[config.mk]
export PLATFORM = sky130hd
export DESIGN_NAME = wb_sram_ctrl
export DESIGN_NICKNAME = d
export VERILOG_FILES = /design/src/rtl/wb_sram_ctrl_pkg.sv /design/src/rtl/wb_sram_ctrl.sv
export SDC_FILE = /design/constraint.sdc
export NUM_CORES = 1
export LEC_CHECK = 0
export BUFFER_PORTS_ARGS = -buffer_cell sky130_fd_sc_hd__clkbuf_2
export CAP_MARGIN = 10
export CORE_MARGIN = 2
export CORE_UTILIZATION = 59
export CTS_BUF_LIST = sky130_fd_sc_hd__clkbuf_4
export CTS_CLUSTER_SIZE = 20
export DETAILED_ROUTE_END_ITERATION = 8
export PLACE_DENSITY = 0.88
export SLEW_MARGIN = 10
export SYNTH_ARGS = -nofsm -noshare
export SYNTH_HDL_FRONTEND = slang
export SYNTH_SLANG_ARGS = --single-unit
[constraint.sdc]
create_clock -name sys_clk -period 9.7 [get_ports sys_clk]
set_input_delay 0.97 -clock sys_clk [delete_from_list [all_inputs] [get_ports sys_clk]]
set_output_delay 0.97 -clock sys_clk [all_outputs]
set_load 0.02 [all_outputs]
[src/rtl/wb_sram_ctrl_pkg.sv]
// Shared definitions for the Wishbone-to-16-bit async SRAM controller:
// FSM state encoding and halfword-select helpers.
package wb_sram_ctrl_pkg;

  typedef enum logic [2:0] {
    ST_IDLE   = 3'd0,
    ST_SETUP  = 3'd1,
    ST_STROBE = 3'd2,
    ST_HOLD   = 3'd3,
    ST_ACK    = 3'd4
  } state_t;

  // Half 0 carries word bits 31:16 (even halfword address), half 1 bits 15:0.
  localparam logic HALF_HI = 1'b0;
  localparam logic HALF_LO = 1'b1;

  // Halfword of a 32-bit word selected by the half index.
  function automatic logic [15:0] half_data(input logic [31:0] w, input logic h);
    return h ? w[15:0] : w[31:16];
  endfunction

  // Two byte-lane selects {upper, lower} belonging to a half.
  function automatic logic [1:0] half_sel(input logic [3:0] s, input logic h);
    return h ? s[1:0] : s[3:2];
  endfunction

  // A read always touches both halves; a write only halves with a lane set.
  function automatic logic half_needed(input logic we, input logic [3:0] s, input logic h);
    return !we || (half_sel(s, h) != 2'b00);
  endfunction

endpackage

[src/rtl/wb_sram_ctrl.sv]
// Wishbone classic slave driving a 16-bit asynchronous SRAM. Each 32-bit
// access becomes up to two halfword cycles (SETUP, STROBE of W+1 cycles,
// HOLD for writes). All Wishbone and SRAM outputs are registered and
// change on the same edge as the FSM state.
//
// Handshake: a request is wb_cyc_i & wb_stb_i sampled in IDLE; the slave
// answers with exactly one wb_ack_o cycle (only if wb_cyc_i is still high
// when the last SRAM cycle finishes), then returns to IDLE, so a held
// strobe after the ack is taken as a new request.
module wb_sram_ctrl
  import wb_sram_ctrl_pkg::*;
#(
  parameter int adr_width   = 19,
  parameter int wait_cycles = 2
) (
  input  logic                 sys_clk,
  input  logic                 sys_rst,
  input  logic [31:0]          wb_adr_i,
  input  logic [31:0]          wb_dat_i,
  output logic [31:0]          wb_dat_o,
  input  logic [3:0]           wb_sel_i,
  input  logic [2:0]           wb_cti_i,
  input  logic                 wb_we_i,
  input  logic                 wb_cyc_i,
  input  logic                 wb_stb_i,
  output logic                 wb_ack_o,
  output logic [adr_width-1:0] sram_adr,
  output logic [15:0]          sram_d_o,
  input  logic [15:0]          sram_d_i,
  output logic                 sram_d_oe,
  output logic                 sram_ce_n,
  output logic                 sram_oe_n,
  output logic                 sram_we_n,
  output logic                 sram_ub_n,
  output logic                 sram_lb_n,
  output logic [2:0]           dbg_state_o
);

  localparam int CW = (wait_cycles > 0) ? $clog2(wait_cycles + 1) : 1;
  localparam logic [CW-1:0] CNT_LOAD = CW'(wait_cycles);
  localparam logic [CW-1:0] CNT_ONE  = CW'(1);

  // Burst type is ignored and address bits outside the SRAM are decoded upstream.
  logic unused_ok;
  assign unused_ok = ^{wb_cti_i, wb_adr_i[31:adr_width+1], wb_adr_i[1:0]};

  state_t                 state_q, state_d;
  logic [CW-1:0]          cnt_q, cnt_d;
  logic                   half_q, half_d;
  logic [adr_width-2:0]   adr_q, adr_d;
  logic [31:0]            dat_q, dat_d;
  logic [3:0]             sel_q, sel_d;
  logic                   we_q, we_d;
  logic [31:0]            rdat_q, rdat_d;

  logic                   ack_q, ack_d;
  logic [31:0]            dat_o_q, dat_o_d;
  logic [adr_width-1:0]   sram_adr_q, sram_adr_d;
  logic [15:0]            d_o_q, d_o_d;
  logic                   d_oe_q, d_oe_d;
  logic                   ce_n_q, ce_n_d;
  logic                   oe_n_q, oe_n_d;
  logic                   we_n_q, we_n_d;
  logic                   ub_n_q, ub_n_d;
  logic                   lb_n_q, lb_n_d;

  logic                   req;
  logic                   half_done;

  assign req = wb_cyc_i & wb_stb_i;

  // Next state, wait counter, request latch and read-data assembly.
  always_comb begin
    state_d   = state_q;
    cnt_d     = cnt_q;
    half_d    = half_q;
    adr_d     = adr_q;
    dat_d     = dat_q;
    sel_d     = sel_q;
    we_d      = we_q;
    rdat_d    = rdat_q;
    ack_d     = 1'b0;
    dat_o_d   = dat_o_q;
    half_done = 1'b0;

    case (state_q)
      ST_IDLE: begin
        if (req) begin
          adr_d  = wb_adr_i[adr_width:2];
          dat_d  = wb_dat_i;
          sel_d  = wb_sel_i;
          we_d   = wb_we_i;
          rdat_d = '0;
          if (wb_we_i && (wb_sel_i == 4'b0000)) begin
            // No byte enabled: acknowledge without touching the SRAM.
            state_d = ST_ACK;
            ack_d   = wb_cyc_i;
          end else begin
            state_d = ST_SETUP;
            half_d  = half_needed(wb_we_i, wb_sel_i, HALF_HI) ? HALF_HI : HALF_LO;
          end
        end
      end
      ST_SETUP: begin
        state_d = ST_STROBE;
        cnt_d   = CNT_LOAD;
      end
      ST_STROBE: begin
        if (cnt_q != '0) begin
          cnt_d = cnt_q - CNT_ONE;
        end else if (we_q) begin
          state_d = ST_HOLD;
        end else begin
          // Last strobe cycle of a read: data has had the full access time.
          rdat_d    = half_q ? {rdat_q[31:16], sram_d_i} : {sram_d_i, rdat_q[15:0]};
          half_done = 1'b1;
        end
      end
      ST_HOLD: begin
        half_done = 1'b1;
      end
      ST_ACK: begin
        state_d = ST_IDLE;
      end
      default: begin
        state_d = ST_IDLE;
      end
    endcase

    if (half_done) begin
      if ((half_q == HALF_HI) && half_needed(we_q, sel_q, HALF_LO)) begin
        state_d = ST_SETUP;
        half_d  = HALF_LO;
      end else begin
        state_d = ST_ACK;
        ack_d   = wb_cyc_i;
        if (!we_q) begin
          dat_o_d = rdat_d;
        end
      end
    end
  end

  // SRAM pin values for the state being entered, so pins and state move together.
  always_comb begin
    sram_adr_d = sram_adr_q;
    d_o_d      = d_o_q;
    d_oe_d     = 1'b0;
    ce_n_d     = 1'b1;
    oe_n_d     = 1'b1;
    we_n_d     = 1'b1;
    ub_n_d     = 1'b1;
    lb_n_d     = 1'b1;

    if ((state_d == ST_SETUP) || (state_d == ST_STROBE) || (state_d == ST_HOLD)) begin
      sram_adr_d = {adr_d, half_d};
      d_o_d      = half_data(dat_d, half_d);
      d_oe_d     = we_d;
      ce_n_d     = 1'b0;
      {ub_n_d, lb_n_d} = we_d ? ~half_sel(sel_d, half_d) : 2'b00;
      if (state_d == ST_STROBE) begin
        if (we_d) begin
          we_n_d = 1'b0;
        end else begin
          oe_n_d = 1'b0;
        end
      end
    end
  end

  // State, latched request and registered outputs; reset drops any access.
  always_ff @(posedge sys_clk or posedge sys_rst) begin
    if (sys_rst) begin
      state_q    <= ST_IDLE;
      cnt_q      <= '0;
      half_q     <= HALF_HI;
      adr_q      <= '0;
      dat_q      <= '0;
      sel_q      <= '0;
      we_q       <= 1'b0;
      rdat_q     <= '0;
      ack_q      <= 1'b0;
      dat_o_q    <= '0;
      sram_adr_q <= '0;
      d_o_q      <= '0;
      d_oe_q     <= 1'b0;
      ce_n_q     <= 1'b1;
      oe_n_q     <= 1'b1;
      we_n_q     <= 1'b1;
      ub_n_q     <= 1'b1;
      lb_n_q     <= 1'b1;
    end else begin
      state_q    <= state_d;
      cnt_q      <= cnt_d;
      half_q     <= half_d;
      adr_q      <= adr_d;
      dat_q      <= dat_d;
      sel_q      <= sel_d;
      we_q       <= we_d;
      rdat_q     <= rdat_d;
      ack_q      <= ack_d;
      dat_o_q    <= dat_o_d;
      sram_adr_q <= sram_adr_d;
      d_o_q      <= d_o_d;
      d_oe_q     <= d_oe_d;
      ce_n_q     <= ce_n_d;
      oe_n_q     <= oe_n_d;
      we_n_q     <= we_n_d;
      ub_n_q     <= ub_n_d;
      lb_n_q     <= lb_n_d;
    end
  end

  assign wb_ack_o    = ack_q;
  assign wb_dat_o    = dat_o_q;
  assign sram_adr    = sram_adr_q;
  assign sram_d_o    = d_o_q;
  assign sram_d_oe   = d_oe_q;
  assign sram_ce_n   = ce_n_q;
  assign sram_oe_n   = oe_n_q;
  assign sram_we_n   = we_n_q;
  assign sram_ub_n   = ub_n_q;
  assign sram_lb_n   = lb_n_q;
  assign dbg_state_o = state_q;

endmodule
# --- Yosys cells after proc, flatten, opt, wreduce, memory -nomap -nowiden ---
# Cells that the tools add are included.
classes:
  add_sub_neg: 1
  mul: 0
  div_mod_pow: 0
  order_cmp: 0
  eq_ne: 7
  shift: 0
  mux: 49
  bitwise_logic: 5
  reduce_logical: 16
op_table:
  columns: ["op", "count"]
  rows:
  - ["32-bit 2-to-1 mux", 6]
  - ["32-bit one-hot mux with 2 select lines", 1]
  - ["18-bit 2-to-1 mux", 2]
  - ["1-bit 2-to-1 mux", 25]
  - ["3-bit 2-to-1 mux", 6]
  - ["16-bit 2-to-1 mux", 1]
  - ["3-bit by 2-bit == test with 1-bit output (second input constant)", 4]
  - ["3-bit one-hot mux with 4 select lines", 1]
  - ["4-bit 2-to-1 mux", 2]
  - ["2-bit nonzero test", 4]
  - ["3-bit by 1-bit == test with 1-bit output (second input constant)", 2]
  - ["2-bit 2-to-1 mux", 3]
  - ["4-bit logical NOT", 1]
  - ["1-bit logical OR", 4]
  - ["2-bit one-hot mux with 2 select lines", 1]
  - ["3-bit logical NOT", 1]
  - ["1-bit NOT", 3]
  - ["3-bit AND reduction", 1]
  - ["1-bit logical AND", 2]
  - ["1-bit logical NOT", 2]
  - ["2-bit != test (second input constant)", 1]
  - ["2-bit NOT", 1]
  - ["1-bit one-hot mux with 2 select lines", 1]
  - ["2-bit AND reduction", 1]
  - ["other kinds (2)", 2]
word_totals:
  register_bits: 167
  latchBits: 0
  mem_bits_rw: 0
  mem_bits_ro: 0
  word_cells: 96
  mem_count: 0

# --- Depth between registers and ports, before layout ---
depth:
  word_depth: 12
  depth_mapped: 9

# --- Least setup slack after synthesis ---
# Ideal clock, no wire load.
synth_path:
  path_type: "input to register"
  startpoint: "in wb_sel_i[2]"
  endpoint: "reg d_o_q[0] (netlist: sram_d_o[0])"
  setup_time_ns: 0.079
  t_arrival_ns: 2.484
  t_required_ns: 9.621
  path_slack_ns: 7.136
  path_stages: 7
  n_path_buf: 2
  path_cell_list: "or3b_1 o211ai_1 a211oi_2 nor3_1 buf_2 buf_4 mux2i_1"
synth_via:
  elab_chain_cells: 9
  elab_cells_between_ends: 20
  cone_classes: "eq/ne (3); mux (11); reduce/logical (6)"
synth_rtl:
  columns: ["element", "line", "rtl"]
  rows:
  - ["from (decl)", "wb_sram_ctrl.sv:21", "input logic [3:0] wb_sel_i,"]
  - ["4-bit logical NOT / 2-bit nonzero test (equally long branches)", "wb_sram_ctrl.sv:94, wb_sram_ctrl_pkg.sv:29", null]
  - ["1-bit logical AND / 1-bit logical OR (equally long branches)", "wb_sram_ctrl.sv:94, wb_sram_ctrl_pkg.sv:29", null]
  - ["3-bit 2-to-1 mux / 1-bit 2-to-1 mux (equally long branches)", "wb_sram_ctrl.sv:94, wb_sram_ctrl.sv:100", null]
  - ["3-bit 2-to-1 mux / 1-bit 2-to-1 mux (equally long branches)", "wb_sram_ctrl.sv:88, wb_sram_ctrl.sv:94", null]
  - ["3-bit one-hot mux with 4 select lines / 1-bit 2-to-1 mux (equally long branches)", "wb_sram_ctrl.sv:86, wb_sram_ctrl.sv:88", null]
  - ["3-bit 2-to-1 mux / 1-bit 2-to-1 mux (equally long branches)", "wb_sram_ctrl.sv:130, wb_sram_ctrl.sv:86", null]
  - ["3-bit by 1-bit == test with 1-bit output, or another cell as far along", "wb_sram_ctrl.sv:155", "if ((state_d == ST_SETUP) || (state_d == ST_STROBE) || (state_d == ST_HOLD)) begin"]
  - ["1-bit logical OR / 1-bit 2-to-1 mux (equally long branches)", "wb_sram_ctrl.sv:155, wb_sram_ctrl.sv:130", null]
  - ["1-bit logical OR / 16-bit 2-to-1 mux (equally long branches)", "wb_sram_ctrl.sv:155, wb_sram_ctrl_pkg.sv:19", null]
  - ["to (signal assigned)", "wb_sram_ctrl.sv:204", "d_o_q <= d_o_d;"]
  - ["to (decl)", "wb_sram_ctrl.sv:59", "logic [15:0] d_o_q, d_o_d;"]
# Parallel ways exist; a longest one is shown, timed or not.
# A chain may end at the register's enable or synchronous reset.

# --- Final worst setup path ---
layout_path:
  startpoint: "reg state_q[2] (netlist: dbg_state_o[2])"
  endpoint: "reg dat_o_q[15] (netlist: wb_dat_o[15])"
layout_via:
  elab_cells_between_ends: 6
  cone_classes: "eq/ne (2); mux (2); reduce/logical (2)"
layout_rtl:
  columns: ["element", "line", "rtl"]
  rows:
  - ["from (decl)", "wb_sram_ctrl.sv:47", "state_t state_q, state_d;"]
  - ["from (signal assigned)", "wb_sram_ctrl.sv:193", "state_q <= state_d;"]
  - ["3-bit by 2-bit == test with 1-bit output / 3-bit logical NOT (equally long branches)", "wb_sram_ctrl.sv:86", "case (state_q)"]
  - ["32-bit one-hot mux with 2 select lines (*)", "wb_sram_ctrl.sv:86", null]
  - ["net rdat_d[15]", "wb_sram_ctrl.sv:54", "logic [31:0] rdat_q, rdat_d;"]
  - ["to (signal assigned)", "wb_sram_ctrl.sv:202", "dat_o_q <= dat_o_d;"]
  - ["to (decl)", "wb_sram_ctrl.sv:57", "logic [31:0] dat_o_q, dat_o_d;"]
# Mark *: on every way through the listed nets, which the timed path passes. The rest lies on a longest branch.

==> impl_metrics.csv <==
group,metric,value,unit
run_status,status,"completed",
final_layout,diodes,0,
grt,grt_pass1_wl,21.6,mm
cts,hold_buffers,0,
floorplanning,rows,38,
route,wire_per_inst,16.9,microns
final_layout,ff_latch_area,4190,sq um
final_layout,layout.cells.non_filler,796,
place,gp_congestion,0.783,
floorplanning,dieArea,12100,sq um
synth,synth_cells,494,
timing,slew_headroom,0.252,
synth,netlist.area_leader.share,0.612,
place,hpwl,9.54,mm
place,placed_cells,764,
timing,grt_setup_unrepaired,"false",
timing,setup-tns-final,0,ps
final_layout,n_fill_cell,753,
grt,grt_pass1_vias,4444,
place,numPortBuffers,151,
cts,cts_root_buf,"clkbuf_4",
route,num_vias,4238,
synth,synth_flop_cell,"dfrtp_1",
route,viasPerCell,5.32,
cts,cts.sinks,167,
critical_path,crit_start,"dbg_state_o[2]",
synth,synth_edf_count,0,
critical_path,path_max_fanout,32,
final_layout,drive_gt1_frac,0.405,
floorplanning,die_w,110,microns
floorplanning,core,10900,sq um
critical_path,worstReg2RegStart,"dbg_state_o[2]",
floorplanning,die_h,110,microns
synth,seq_area_frac_synth,0.632,
cts,insertion_delay,520,ps
floorplanning,start_util,0.608,
place,place_ws,6600,ps
synth,yosys.area.top_type,"dfrtp_1",
synth,ys_seq_elements,167,
final_layout,multi_input_area,2250,sq um
synth,synth_common_cells,"dfrtp_1, nand2_1, mux2_2",
power,power.leakage,3.96,nW
cts,h-tree-depth,4,
synth,synth_most_common_cell,"dfrtp_1",
synth,syn_area_per_cell,13.4,sq um
critical_path,crit_path_end_kind,"flop",
route,drt_first_iter_violations,199,
synth,ys_types,38,
cts,ctsResizeCount,0,
synth,netlist_area,6620,sq um
cts,post_cts_buffers,0,
critical_path,rrSetupSlack,6990,ps
timing,hold_viol,0,
critical_path,startpoint_type,"flop",
grt,grt_use_total,0.237,
critical_path,crit_type,"reg -> reg",
critical_path,crit-reg2reg-capture,"wb_dat_o[15]",
timing,finalCritPeriodShare,0.279,
timing,fmax,0.370,GHz
floorplanning,io_pins,169,
synth,syn-num-nets,587,
power,peakVddDrop,253,uV
grt,antenna_found_initial,0,
final_layout,fin_nets,736,
critical_path,worstRegToRegCells,4,
critical_path,cp.required,10120,ps
cts,cts_made_buffers,17,
min_path,hp-class,"reg -> reg",
cts,clkTransAtPathRegs,130,ps
grt,grt_max_degree,113,
timing,finClkSkew,22.9,ps
cts,cts_max_path_buffers,2,
timing,min_period,2710,ps
timing,fin_ws,6990,ps
timing,tightest_slew,1120,ps
timing,slew_viol_final,0,
route,dr.pass1.iters,4,
cts,cts_tree,"done",
route,drtAntennaViolNets,0,
route,drc,0,
route,routed_wl,13.5,mm
timing,setup_viol,0,
power,p_per_area,317,nW/um^2
synth,synthArstFlopShare,1.00,
final_layout,syn_to_final_growth,16.9,%
grt,grt_overflow,0,
min_path,min_path_cells,1,
critical_path,crit_arrival,3120,ps
synth,yosysWarnings,0,
synth,yosys-top-cells-area,"dfrtp_1, mux2_2, mux2_1, mux2i_1, nand2_1",
critical_path,crit_end,"wb_dat_o[15]",
run,maxCapViolCount,0,
-- kinds of logic (layout without fill, tap and decap cells) --
family                   count (synthesis)  in the layout  synth area share
multiplexers                           141            141             0.233
flip-flops                             167            167             0.632
AND/OR/NAND/NOR                         91             91            0.0625
AO/OA/AOI/OAI                           45             45            0.0389
adder cells (fa/ha/maj)                  1              1           0.00189
buffers and inverters                   49            211            0.0315
-- per-layer routing --
layer | vias up | track usage | wire (microns)
met5 | - | 0 | 0
met4 | 0 | 0.0859 | 246
met3 | 21 | 0.0676 | 791
met2 | 131 | 0.398 | 6900
met1 | 2103 | 0.291 | 5520
li1 | 1983 | - | -
-- power breakdown --
group          leakage (nW)  internal (mW)  switching (mW)  total (mW)
sequential             2.11          0.980           0.119        1.10
clock                 0.135          0.128           0.237       0.365
combinational          1.72          0.423           0.565       0.988
-- stage by stage --
step | hold slack (ps) | area, sq um | util | total power, mW
2_1_floorplan | 458 | 6620 | - | 1.80
3_3_place_gp | 469 | 7490 | 0.688 | 2.04
3_5_place_dp | 479 | 7490 | 0.688 | 2.11
4_1_cts | 510 | 7740 | 0.711 | 2.48
5_1_grt | 525 | 7740 | 0.711 | 2.60
6_report | 506 | 7740 | 0.711 | 2.45
-- critical path, cell delays in order, from the launching register on --
cell	delay, ps
dfrtp_1	530
nor3b_1	490
and3_1	960
o21ai_0	300
mux2_2	320
-- worst min path at each step --
stage / from / to
2_1_floorplan: cnt_q[1] / cnt_q[1]
5_1_grt: dat_q[21] / dat_q[21]
3_3_place_gp: cnt_q[1] / cnt_q[1]
4_1_cts: adr_q[10] / adr_q[10]
6_report: dat_q[22] / dat_q[22]
3_5_place_dp: dat_q[22] / dat_q[22]
-- layout by cell type, fill, tap and decap left out, drive strengths merged --
| master | n |
|---|---|
| a22oi | 1 |
| mux2i | 35 |
| nor3b | 1 |
| nor2 | 4 |
| nor4 | 1 |
| nor2b | 1 |
| and3b | 1 |
| or3b | 1 |
| o21ai | 34 |
| clkbuf | 168 |
| clkinvlp | 2 |
| o21a | 1 |
| bufinv | 1 |
| dfrtp | 162 |
| dfstp | 5 |
| a21oi | 1 |
| nand3 | 1 |
| o22ai | 1 |
| or2 | 3 |
| and3 | 1 |
| inv | 28 |
| nand2 | 70 |
| nor3 | 1 |
| a211oi | 1 |
| a21o | 3 |
| buf | 5 |
| ha | 1 |
| a31o | 1 |
| o211a | 1 |
| and2 | 1 |
| clkinv | 7 |
| nand3b | 2 |
| nand2b | 2 |
| nor4b | 1 |
| mux2 | 106 |
| o211ai | 1 |
-- flip-flops by register name (all words and copies together) (netlist names) --
signal	flops
half_q	1
sel_q	4
sram_lb_n	1
dat_q	32
sram_adr	19
sram_ce_n	1
sram_ub_n	1
dbg_state_o	3
sram_d_o	16
sram_we_n	1
wb_ack_o	1
we_q	1
rdat_q	32
cnt_q	2
sram_d_oe	1
adr_q	18
wb_dat_o	32
sram_oe_n	1
-- cell type report --
class,count,share of cell area
Multi-Input combinational cell,278,0.290
Inverter,23,0.0118
Sequential cell,167,0.540
Tap cell,140,0.0226
Clock inverter,15,0.0162
Timing Repair Buffer,156,0.102
Clock buffer,17,0.0165
(Power assumes the default switching activity.)
